File: src/rtl/wb_regfile.sv
// ---------------------------------------------------------------------------
// wb_regfile -- writeback stage + 32x32 integer register file
//
// Purpose: selects the writeback value (load data or ALU result), commits it
// to the register file, serves two decode-stage read ports with same-cycle
// write-through bypass, and counts committed register writes.
//
// Ports:
//   clk          in   1   rising-edge clock
//   reset        in   1   asynchronous, active-high
//   ReadDataW    in  32   load data from MEM/WB
//   ALUResultW   in  32   ALU result from MEM/WB
//   RdW          in   5   destination register index
//   RegWriteW    in   1   register write enable
//   MemToRegW    in   1   1 = ReadDataW, 0 = ALUResultW
//   Rs1D, Rs2D   in   5   decode-stage source indices
//   RD1D, RD2D   out 32   decode-stage read data
//   ResultW      out 32   selected writeback value (to EX forwarding)
//   RetireCount  out 64   committed register writes, wraps silently
// ---------------------------------------------------------------------------

// One read port: x0 hardwired, bypass from the in-flight write, zero in reset.
module wb_regfile_rdport (
  input  logic        reset_i,
  input  logic [4:0]  rs_i,
  input  logic [31:0] stored_i,
  input  logic        wr_en_i,
  input  logic [4:0]  wr_addr_i,
  input  logic [31:0] wr_data_i,
  output logic [31:0] data_o
);
  always_comb begin
    data_o = stored_i;
    if (reset_i || rs_i == 5'd0)
      data_o = '0;
    else if (wr_en_i && wr_addr_i == rs_i)
      data_o = wr_data_i;
  end
endmodule

module wb_regfile (
  input  logic        clk,
  input  logic        reset,
  input  logic [31:0] ReadDataW,
  input  logic [31:0] ALUResultW,
  input  logic [4:0]  RdW,
  input  logic        RegWriteW,
  input  logic        MemToRegW,
  input  logic [4:0]  Rs1D,
  input  logic [4:0]  Rs2D,
  output logic [31:0] RD1D,
  output logic [31:0] RD2D,
  output logic [31:0] ResultW,
  output logic [63:0] RetireCount
);
  localparam int NUM_RD = 2;

  logic [31:0] regs_q [32];
  logic [63:0] retire_q, retire_d;
  logic        wr_en;

  logic [NUM_RD-1:0][4:0]  rs;
  logic [NUM_RD-1:0][31:0] rd_data;

  assign ResultW = MemToRegW ? ReadDataW : ALUResultW;

  // Writes to x0 are dropped here so the count and bypass agree with storage.
  assign wr_en = RegWriteW && (RdW != 5'd0);

  assign retire_d = wr_en ? retire_q + 64'd1 : retire_q;

  always_ff @(posedge clk or posedge reset) begin
    if (reset) begin
      for (int i = 0; i < 32; i++) regs_q[i] <= '0;
      retire_q <= '0;
    end else begin
      if (wr_en) regs_q[RdW] <= ResultW;
      retire_q <= retire_d;
    end
  end

  assign rs = {Rs2D, Rs1D};

  for (genvar p = 0; p < NUM_RD; p++) begin : g_rd
    wb_regfile_rdport u_rdport (
      .reset_i   (reset),
      .rs_i      (rs[p]),
      .stored_i  (regs_q[rs[p]]),
      .wr_en_i   (wr_en),
      .wr_addr_i (RdW),
      .wr_data_i (ResultW),
      .data_o    (rd_data[p])
    );
  end

  assign RD1D        = rd_data[0];
  assign RD2D        = rd_data[1];
  assign RetireCount = retire_q;
endmodule

File: config.mk
export PLATFORM = sky130hd
export DESIGN_NAME = wb_regfile
export DESIGN_NICKNAME = d
export VERILOG_FILES = /design/src/rtl/wb_regfile.sv
export SDC_FILE = /design/constraint.sdc
export NUM_CORES = 2
export LEC_CHECK = 0
export ABC_AREA = 1
export CORE_MARGIN = 8
export CORE_UTILIZATION = 45
export DETAILED_ROUTE_END_ITERATION = 8
export SETUP_SLACK_MARGIN = 0.5
export SYNTH_ARGS = -nofsm -noshare
export SYNTH_HDL_FRONTEND = slang
export SYNTH_HIERARCHICAL = 1
export SYNTH_SLANG_ARGS = --single-unit
File: constraint.sdc
create_clock -name clk -period 42.1 [get_ports clk]
set_clock_uncertainty 0.2 [all_clocks]
set_input_delay 4.21 -clock clk [delete_from_list [all_inputs] [get_ports clk]]
set_output_delay 4.21 -clock clk [all_outputs]
set_load 0.01 [all_outputs]
# == Word level (Yosys, flattened, before mapping) ==
# Index checks and enable logic that the tools add are counted.
# word_totals
regBits,1088
in_bits,83
word_cells,66
# classes
n_addsub,1
order_cmp,4
eq_ne,2
n_mux,14
n_bitwise,3
n_reduce_logical,9
# op_table
op,count
$bwmux W1024,1
$bmux W32 S5,2
$mux W32,10
$demux W32 S5,1
$add A64 B1 Y64 const B,1
$ge A6 B6 Y1 const B,3
$not A5 Y6,3
$eq A5 B5 Y1,2
$logic_not A5 Y1,2
$lt A6 B1 Y1 const B,1
$reduce_bool A5 Y1,1
$logic_and A1 B1 Y1,4
$logic_or A1 B1 Y1,2

# == Longest topological paths before layout ==
# logic_depth
ltp_word,6
depth_mapped,17
ltp_nobuf,13

# == Cells and area by module ==
# The synthesis kept the hierarchy.
# modules_own_cells
module,instances,cells_per_inst,area_each_um2
wb_regfile,1,8693,59953.8
wb_regfile_rdport,2,201,808.3

# == Worst setup path after synthesis ==
# OpenSTA, ideal clock, no wires.
# synth_timing
kind,input -> output
from,in Rs2D[0]
to,out RD2D[26]
arrival_time_ps,5769
required_time_ps,37690
setup_slack_ps,31921
path_stages,17
path_buffers,4
path_cell_list,clkbuf_1 -> inv_1 -> clkbuf_1 -> buf_2 -> buf_2 -> nand2_1 -> nand3_1 -> nand3_1 -> nand2_1 -> nand2_1 -> nand2_1 -> nand2_1 -> nand2_1 -> inv_1 -> nand2_1 -> nand2_1 -> nor2_1
# synth_between
elab_chain_cells,6
word_cells_on_any_way,10
cone_classes,eq/ne: 1; mux: 5; bitwise: 1; reduce/logical: 3
# synth_rtl
element,line_no,source
from (decl),50,"input logic [4:0] Rs2D,"
$not A5 Y6 (not written as such),88,".stored_i (regs_q[rs[p]]),"
$bmux W32 S5,88,
$mux W32 (not written as such) (2 in a row),88,
$mux W32,36,else if (wr_en_i && wr_addr_i == rs_i)
$mux W32 *,34,if (reset_i || rs_i == 5'd0)
to (decl),52,"output logic [31:0] RD2D,"
# Mark *: on every way between the ends. The rest lies on a longest branch, timed or not. The select of a mux whose other input is x is not followed.

# == Final worst setup path ==
# layout_timing
from,in Rs2D[0]
to,out RD2D[27]
# Same word-level chain as after synthesis.

==> summary.md <==
The number of buffers inserted for hold repair after clock tree synthesis is 0, and the detailed-placement wirelength estimate is 135 mm. The detailed-route wire length per cell was 22.3 um. TritonCTS built the clock tree. The number of CTS-inserted buffers came out at 131.

The summed instance area of the synthesized netlist is 61,600 um2, and the leakage power summed over all cells is 32.3 nW. The total power is 3.28 mW. The maximum number of pins on one net before global-route repair was 195; the peak fanout along the critical path was 120.

The post-CTS repair timing setup buffer count is 0, and the initial detailed-routing violation count is 8,029. For this run, the slowest stage of the critical path takes 0.80 ns. The worst pin sits at a relative slew slack of 14.5%. The critical path goes through buf_8 -> inv_8 -> buf_4 -> buf_4 -> buf_4 -> nand2_1 -> nand3_1 -> nand3_1 -> nand2_1 -> nand2_1 -> nand2_1 -> nand2_1 -> nand2_1 -> inv_1 -> nand2_1 -> nand2_1 -> nor2_1 -> clkdlybuf4s50_1. For the via count of the first global-routing pass, the log shows 58,300.

The kind of start point of the critical path is an input pin. The total routed wirelength was 239 mm; the core outline area was 136,000 um2. Initial antenna violation count: 4.

Cells fill 50.7% of the core in the end. The later pin in the worst-skew pair is clocked with a latency of 0.78 ns. The die is 386 um wide. The tool flagged a number of max-cap violations equal to 0. The number of antenna diodes in the final layout is 0.

Once detail routing completed, the nets flagged for antenna violations numbered 0. The kind of end point of the critical path is an output port. The post-cts repair resize count came out at 0. The count of distinct cell types in the synthesized netlist was 29.

For this run the aggregate overflow at the end of global routing stands at 0. The share of final-layout standard cells stronger than drive strength 1 was 4.68%. The master of the slowest instance on the critical path is sky130_fd_sc_hd__buf_4.

The worst endpoint required time was 37.69 ns; the floorplan row count was 135. Across every metal layer, demand over resource in global routing totals 31.4%. The first global-routing pass estimated 361 mm of wire.

The run gives 0 as the number of max-slew violations in the final report. Among the stages of the critical path, the cell type that occurs most often is sky130_fd_sc_hd__nand2_1. The gate count of the mapped netlist came out at 9,095. In the routed design, unresolved DRC markers number 0. Setup repair after global routing left no endpoint under its margin.

The final hold violation count is 0. For the die area, the log shows 149,000 um2. Slew at the pin closest to its max-slew limit: 1.28 ns. Setup violations remaining at the end of the flow were counted as 0. The maximum clock frequency was 72.1 MHz; the clock period minus final worst setup slack was 13.87 ns. Across all layers, the routed design uses 62,000 vias. CTS built an H-tree with a depth of 4. The master cell of the clock root buffer was sky130_fd_sc_hd__clkbuf_16.

Buffers placed on the I/O ports in this run total 242. The net count reported at finish was 8,940. Data arrives at the worst endpoint at 9.46 ns. The synthesized area per cell is 6.77 um2, and the detailed-router iteration count before antenna repair is 6. The CTS clock-pin slew for the worst setup and hold paths was 0.05 ns; the number of top-level pins was 243.

After synthesis, flip-flops and latches occupy 44.2% of the total area. Dividing the detail-routed via count by the number of cells gives 5.78. The clock passes through at most 3 buffers. The flow ran to the end, and the final reports show no timing, DRC or antenna violations. Across the VDD grid, the largest voltage drop is 0.0000307 V. The area added between synthesis and finish is 11.6%.

Of the available clock period, the critical path in the final layout requires 33.0%. For the setup TNS after final layout, the log shows 0 ns. Once the floorplan was initialized, standard cells occupied 45.4% of the core. The Yosys step of the flow raised 6 warnings. The clock drives 1,088 sinks. After filler insertion, the fill cell instance count of the layout stands at 13,500. The congestion estimate from routability-driven global placement came to 0.906.

From bottom edge to top edge, the die measures 386 um. The number of nets handed over by synthesis was 9,179. The final worst-path setup slack was 28.23 ns. The run gives 39.46 ns as the register-to-register setup slack.

Counting flops and latches in the post-synthesis netlist gives 1,088. The setup path with the least slack is of type input pin to output port. OpenSTA, run right after detailed placement, puts the worst setup slack at 28.35 ns.

The classification of the worst-slack hold path is register to register. Power spread over the standard cell area amounts to 47.7 nW/um2.
-- area by class of cell --
cell class / instances / area (um2) / share of cell area, %
multi-input combinational: 6889 / 30200 / 44.0
sequential: 1088 / 27200 / 39.6
clock buffer: 198 / 3920 / 5.70
timing repair buffer: 374 / 3490 / 5.08
tap: 1781 / 2230 / 3.24
inverter: 372 / 1450 / 2.10
clock inverter: 25 / 191 / 0.279
-- metal layers --
| layer | GRT usage (%) | share of wire [%] | up-vias |
|---|---|---|---|
| met1 | 44.4 | 43 | 29300 |
| li1 | - | - | 28900 |
| met4 | 10.4 | 3.1 | 2 |
| met2 | 46.7 | 43 | 3291 |
| met5 | 0 | 0.0054 | - |
| met3 | 8.09 | 11 | 509 |
-- registers in the layout, summed over array words and instances (netlist names) --
register and cells:
RetireCount 64, regs_q 1024
-- per-stage QoR --
stage / std cells / cell area [um2] / hold WS [ns]
after floorplan: 9095 / 61600 / 0.251
after global placement: 10500 / 64600 / 0.187
after detailed placement: 10500 / 64600 / 0.189
after CTS: 10700 / 68700 / 0.202
after global routing: 10700 / 68700 / 0.212
final: 10700 / 68700 / 0.199
-- kinds of logic (layout without fill, tap and decap cells) --
family | Yosys count | after routing | synth area share, %
and+or+nand+nor | 5220 | 5220 | 34.7
AOI/OAI and AO/OA | 1624 | 1624 | 13.2
buffers and inverters | 1118 | 969 | 7.18
DFF | 1088 | 1088 | 44.2
xor gates and xnor gates | 44 | 44 | 0.626
adders and majority gates | 1 | 1 | 0.0203
-- cells in the mapped netlist, drive strengths merged --
cell type / number / area share (%)
nand4: 18 / 0.18
o21ai: 737 / 6.0
nand3: 1270 / 10
nor3: 20 / 0.17
buf: 241 / 1.8
nor4: 1 / 0.010
xnor2: 23 / 0.33
nand3b: 8 / 0.098
nor2: 850 / 5.3
a21oi: 885 / 7.2
clkbuf: 505 / 3.1
xor2: 21 / 0.30
ha: 1 / 0.020
inv: 370 / 2.3
o21bai: 2 / 0.024
clkinv: 2 / 0.012
dfrtp: 1088 / 44
nor2b: 1 / 0.010
nand2: 3052 / 19
-- critical path, delay by kind of cell --
kind	cells	cell delay (ns)
and+or+nand+nor	11	1.27
buffers and inverters	7	3.74
-- power breakdown --
part	switching (mW)	internal (mW)	leakage [nW]
registers	0.165	1.28	13.3
logic	0.461	0.266	17.0
clock network	0.457	0.651	2.03
total	1.08	2.19	32.3
-- placed cells by master, fill, tap and decap left out, types with 3 or more instances in the layout --
cell type                         count
sky130_fd_sc_hd__nand2_1           3044
sky130_fd_sc_hd__nand3_1           1267
sky130_fd_sc_hd__dfrtp_1           1088
sky130_fd_sc_hd__a21oi_1            885
sky130_fd_sc_hd__nor2_1             821
sky130_fd_sc_hd__o21ai_0            705
sky130_fd_sc_hd__inv_1              353
sky130_fd_sc_hd__clkdlybuf4s50_1    231
sky130_fd_sc_hd__clkbuf_16          139
sky130_fd_sc_hd__buf_4              129
sky130_fd_sc_hd__clkbuf_1            37
sky130_fd_sc_hd__o21ai_2             27
sky130_fd_sc_hd__clkbuf_8            24
sky130_fd_sc_hd__nor2_4              23
sky130_fd_sc_hd__xnor2_1             23
sky130_fd_sc_hd__xor2_1              21
sky130_fd_sc_hd__clkinv_2            20
sky130_fd_sc_hd__nor3_1              19
sky130_fd_sc_hd__nand4_1             18
sky130_fd_sc_hd__inv_2                8
sky130_fd_sc_hd__nand2_2              8
sky130_fd_sc_hd__nand3b_1             8
sky130_fd_sc_hd__nor2_2               6
sky130_fd_sc_hd__buf_12               6
sky130_fd_sc_hd__o21ai_4              5
sky130_fd_sc_hd__inv_8                5
sky130_fd_sc_hd__inv_6                5
sky130_fd_sc_hd__nand3_4              3
-- path summary, 6_finish.rpt --
check	endpoint	depth (start not counted)	startpoint
hold / removal	regs_q[1014]$_DFFE_PP0P_	0	regs_q[1014]$_DFFE_PP0P_
hold reg to reg	regs_q[1014]$_DFFE_PP0P_	0	regs_q[1014]$_DFFE_PP0P_
min in group asynchronous	regs_q[156]$_DFFE_PP0P_	2	reset
max in group asynchronous	regs_q[865]$_DFFE_PP0P_	6	reset
setup reg to reg	RetireCount[48]$_DFFE_PP0P_	11	RetireCount[0]$_DFFE_PP0P_
setup / recovery	RD2D[27]	18	Rs2D[0]
Note: power is estimated with default switching activity, not from simulation.
